`config.mk`:
```
export PLATFORM = sky130hd
export DESIGN_NAME = fifo_arb_tx
export DESIGN_NICKNAME = d
export VERILOG_FILES = /design/src/rtl/fifo_arb_tx.sv
export SDC_FILE = /design/constraint.sdc
export NUM_CORES = 1
export LEC_CHECK = 0
export BUFFER_PORTS_ARGS = -buffer_cell sky130_fd_sc_hd__buf_2
export CAP_MARGIN = 10
export CELL_PAD_IN_SITES_DETAIL_PLACEMENT = 0
export CELL_PAD_IN_SITES_GLOBAL_PLACEMENT = 1
export CORE_ASPECT_RATIO = 0.5
export CORE_MARGIN = 4
export CORE_UTILIZATION = 35
export CTS_BUF_LIST = sky130_fd_sc_hd__clkbuf_4
export CTS_CLUSTER_SIZE = 24
export DETAILED_ROUTE_END_ITERATION = 10
export GPL_ROUTABILITY_DRIVEN = 0
export PLACE_DENSITY_LB_ADDON = 0.1
export SLEW_MARGIN = 20
export SYNTH_ARGS = -nofsm -noshare
export SYNTH_HDL_FRONTEND = slang
export SYNTH_SLANG_ARGS = --single-unit
```
`constraint.sdc`:
```
create_clock -name CLK -period 2.5 [get_ports CLK]
set_input_delay 0.125 -clock CLK [delete_from_list [all_inputs] [get_ports CLK]]
set_output_delay 0.125 -clock CLK [all_outputs]
set_load 0.02 [all_outputs]
```
`src/rtl/fifo_arb_tx.sv`:
```
// Transmit-side packet arbiter: merges two client FIFO packet streams into one
// output FIFO, one whole packet at a time, optionally tagging headers by source.
module fifo_arb_tx #(
    parameter int                DWIDTH  = 8,
    parameter logic [DWIDTH-1:0] SELMASK = 8'h80,
    parameter logic [DWIDTH-1:0] CNTMASK = 8'h70,
    parameter bit                TAG_EN  = 1'b1
) (
    input  logic              CLK,
    input  logic              RESETn,
    output logic              c1_rden,
    input  logic              c1_rdempty,
    input  logic [DWIDTH-1:0] c1_rddata,
    output logic              c2_rden,
    input  logic              c2_rdempty,
    input  logic [DWIDTH-1:0] c2_rddata,
    output logic              fifo_wren,
    input  logic              fifo_wrfull,
    output logic [DWIDTH-1:0] fifo_wrdata,
    output logic              busy
);

    function automatic int lowest_bit(input logic [DWIDTH-1:0] m);
        int r;
        r = 0;
        for (int i = DWIDTH - 1; i >= 0; i--) begin
            if (m[i]) r = i;
        end
        return r;
    endfunction

    localparam int CSHIFT = lowest_bit(CNTMASK);

    typedef enum logic [1:0] {IDLE, HDR, PAY} state_t;

    state_t            state_reg;
    logic              gnt_reg;      // 0 = c1, 1 = c2
    logic              last_reg;
    logic              rd_vld_reg;
    logic              rd_hdr_reg;
    logic              hold_vld_reg;
    logic [DWIDTH-1:0] hold_reg;
    logic [3:0]        rem_reg;

    logic              idle_pick;
    logic              sel;
    logic              sel_empty;
    logic              state_ok;
    logic              rd_go;
    logic [DWIDTH-1:0] rd_raw;
    logic [DWIDTH-1:0] rd_tag;
    logic [2:0]        hdr_code;
    logic [3:0]        hdr_len;

    // In IDLE the grant is chosen this cycle; ties go to the client not served last.
    always_comb begin
        if (!c1_rdempty && !c2_rdempty) idle_pick = ~last_reg;
        else                            idle_pick = c1_rdempty;
    end

    assign sel       = (state_reg == IDLE) ? idle_pick : gnt_reg;
    assign sel_empty = sel ? c2_rdempty : c1_rdempty;
    assign state_ok  = (state_reg == IDLE) || ((state_reg == PAY) && (rem_reg != 4'd0));
    assign rd_go     = RESETn & state_ok & ~sel_empty & ~fifo_wrfull & ~hold_vld_reg;
    assign c1_rden   = rd_go & ~sel;
    assign c2_rden   = rd_go & sel;

    assign rd_raw = gnt_reg ? c2_rddata : c1_rddata;

    always_comb begin
        rd_tag = rd_raw;
        if (TAG_EN && rd_hdr_reg) begin
            rd_tag = gnt_reg ? (rd_raw & ~SELMASK) : (rd_raw | SELMASK);
        end
    end

    // Length decode works on the untagged header.
    assign hdr_code = rd_raw[CSHIFT +: 3];
    always_comb begin
        case (hdr_code)
            3'd1:    hdr_len = 4'd1;
            3'd2:    hdr_len = 4'd2;
            3'd3:    hdr_len = 4'd4;
            3'd4:    hdr_len = 4'd8;
            default: hdr_len = 4'd0;
        endcase
    end

    assign fifo_wrdata = hold_vld_reg ? hold_reg : rd_tag;
    assign fifo_wren   = RESETn & (hold_vld_reg | rd_vld_reg) & ~fifo_wrfull;
    assign busy        = (state_reg != IDLE);

    always_ff @(posedge CLK) begin
        if (!RESETn) begin
            state_reg    <= IDLE;
            gnt_reg      <= 1'b0;
            last_reg     <= 1'b1;
            rd_vld_reg   <= 1'b0;
            rd_hdr_reg   <= 1'b0;
            hold_vld_reg <= 1'b0;
            hold_reg     <= '0;
            rem_reg      <= 4'd0;
        end else begin
            rd_vld_reg <= rd_go;
            rd_hdr_reg <= rd_go & (state_reg == IDLE);

            // Skid: a returning byte that meets a full output is parked for later.
            if (rd_vld_reg && fifo_wrfull) begin
                hold_reg     <= rd_tag;
                hold_vld_reg <= 1'b1;
            end else if (hold_vld_reg && !fifo_wrfull) begin
                hold_vld_reg <= 1'b0;
            end

            case (state_reg)
                IDLE: begin
                    if (rd_go) begin
                        gnt_reg   <= sel;
                        last_reg  <= sel;
                        state_reg <= HDR;
                    end
                end
                HDR: begin
                    if (rd_vld_reg) begin
                        if (hdr_len == 4'd0) begin
                            state_reg <= IDLE;
                        end else begin
                            rem_reg   <= hdr_len;
                            state_reg <= PAY;
                        end
                    end
                end
                PAY: begin
                    if (rd_go) begin
                        rem_reg <= rem_reg - 4'd1;
                        if (rem_reg == 4'd1) state_reg <= IDLE;
                    end
                end
                default: state_reg <= IDLE;
            endcase
        end
    end

endmodule

```
==> impl_metrics.ini <==
[critical_path]
end_kind = output port
path_cells = buf_4 -> nand2b_1 -> o32ai_1 -> nor4_1 -> nor2b_1 -> buf_2
reg2reg_depth = 7
crit_type = reg -> out
crit_path_max_incr_delay_ns = 0.53
cp_max_fo = 10
cp-start-kind = flop
cp_num_buf_inv = 2
arrival_ns = 2.17
cp_num_cells = 6
cpLargestDelayFamily = simple AND/OR/NAND/NOR gates
required_ns = 2.38
cp_slowest_cell = dfxtp_1

[clock_network]
cts_resized = 0
htreeDepth = 1
cts_buffers = 3
postCtsSetupBuffers = 0
clock_latency_ns = 0.31
clkTransAtPathRegs_ns = 0.12
cts_hold_buf = 0
root_buffer = clkbuf_4
clock_path_buffers = 2
cts.sinks = 19
cts_tree = done

[logic_synthesis]
async_flop_share = 0
synth_top_family_by_area = simple AND/OR/NAND/NOR gates
syn_avg_cell_area_sq_um = 8.86
synth-simple-area-share = 0.225
synthAdderAreaFrac = 0.0212
ys_ff_latch = 19
synth_cells = 133
synthesis.nets = 156
yosys.area_share.xor_xnor = 0.00743
synth_edf_count = 0
syn-cell-area_sq_um = 1180
seq_area_frac_synth = 0.323
synth-compound-area-share = 0.146
yosysWarnings = 0
synth.mux.area_fraction = 0.223
synth_cell_types = 38
synthFlopType = dfxtp_1

[grt]
grt_first_pass_wirelength_microns = 4680
grt_max_degree = 20
globalRoute.totalOverflow = 0
gr-usage-all-layers = 0.129
antenna_found_initial = 0
grt_pass1_vias = 1003

[floorplan]
die_h_microns = 49.0
start_util = 0.378
fp.coreArea_sq_um = 3120
ios = 33
rows = 14
chipWidth_microns = 90.1
dieArea_sq_um = 4420

[sta]
period_share = 0.916
final-setup-viol-count = 0
skew_ns = 0.0114
fmax_ghz = 0.437
slew_headroom = 0.662
finalSetupTns_ns = 0
hold_violations = 0
worst_pin_slew_ns = 0.502
slew_viol_final = 0
grt_setup_unrepaired = false
fin_crit_ns = 2.29

[routing]
drt_iter0_markers = 50
drc = 0
ant_nets = 0
vias = 1050
first_pass_iters = 4
wl_per_cell_microns = 13.5
vias_per_cell = 5.07
postRouteWirelength_microns = 2800

[cells_and_area]
num_antenna_cells = 0
area.sequential_sq_um = 380
final_cell_mix = buf_2, dfxtp_1, nand2_1, mux2i_1, mux2_2
fill_cells = 329
area_delta_synth_final_pct = 20.7
stdcell_count = 207
drive_gt1_frac = 0.335
layout_commonest_cell = buf_2
fin_nets = 191
largest_reg_flops = 8
multiInputGateArea_sq_um = 734

[min_path]
whs_path_depth = 3
hp-class = in -> reg

[flow_run]
drv_cap = 0

[place]
dp_cells = 203
port_buffers = 32
dp_hpwl_microns = 2160

[power_and_ir_drop]
p_leak_nw = 0.646
powerDensity_nw_per_um2 = 455
vdd_drop_max_mv = 0.179

[run_status]
status = complete, no violations
==> cells in the mapped netlist (all sizes together), types with 4 or more instances <==
| master | instances | area, sq um |
|---|---|---|
| nand2 | 16 | 60.1 |
| nor2b | 6 | 37.5 |
| nand4 | 4 | 25.0 |
| mux2 | 12 | 143 |
| nor2 | 7 | 26.3 |
| clkbuf | 6 | 22.5 |
| inv | 8 | 30.0 |
| dfxtp | 19 | 380 |
| mux2i | 12 | 120 |
| o21ai | 7 | 35.0 |
==> power breakdown <==
part | internal, W | total, W | switching [W] | leakage, nW
registers | 0.000315 | 0.000324 | 0.00000991 | 0.154
logic | 0.0000726 | 0.000157 | 0.0000847 | 0.478
clock network | 0.0000610 | 0.000165 | 0.000104 | 0.0139
==> layout make-up <==
class / instances / area share
multi-input cells: 99 / 0.516
inverters: 8 / 0.0211
clock buffers: 3 / 0.0158
flip-flops and latches: 19 / 0.267
clock inverters: 1 / 0.00528
well taps: 40 / 0.0352
repair buffers: 37 / 0.139
==> worst register-to-register path: stages (launching register included) <==
cell	delay, ns
dfxtp_1	0.53
buf_4	0.25
nand2b_1	0.12
o32ai_1	0.11
nor4_1	0.51
buf_4	0.20
a21o_1	0.11
a211o_1	0.11
==> metrics by stage <==
stage               utilization  area, sq um  setup slack [ns]  total power (W)  hold slack, ns
finish                    0.456         1420             0.209         0.000647          0.0516
global route              0.456         1420            0.0567         0.000693          0.0212
CTS                       0.456         1420             0.197         0.000660          0.0286
detailed placement        0.447         1390             0.552         0.000489           0.386
global placement          0.447         1390             0.594         0.000490           0.383
floorplan                     -         1180             0.369         0.000435           0.237
==> per-layer routing <==
metal,track usage,wire [microns],part of all wire,up-vias
met2,0.203,1170,0.42,28
met5,0,0,0,-
li1,-,-,-,543
met4,0.0228,9,0.0032,0
met1,0.179,1510,0.54,477
met3,0.0370,116,0.041,2
==> worst paths after layout <==
path | startpoint | end | slack [ns]
max | gnt_reg | c2_rden | 0.21
min | fifo_wrfull | hold_vld_reg | 0.05
max reg2reg | gnt_reg | rem_reg[3] | 0.51
min reg2reg | last_reg | last_reg | 0.49
==> logic make-up after synthesis <==
kind of cell    after synthesis
fa+ha+maj                     2
xor+xnor                      1
mux                          24
simple gates                 50
compound gates               22
flops                        19
buf+inv                      15
Power figures use the tool's default switching activity.
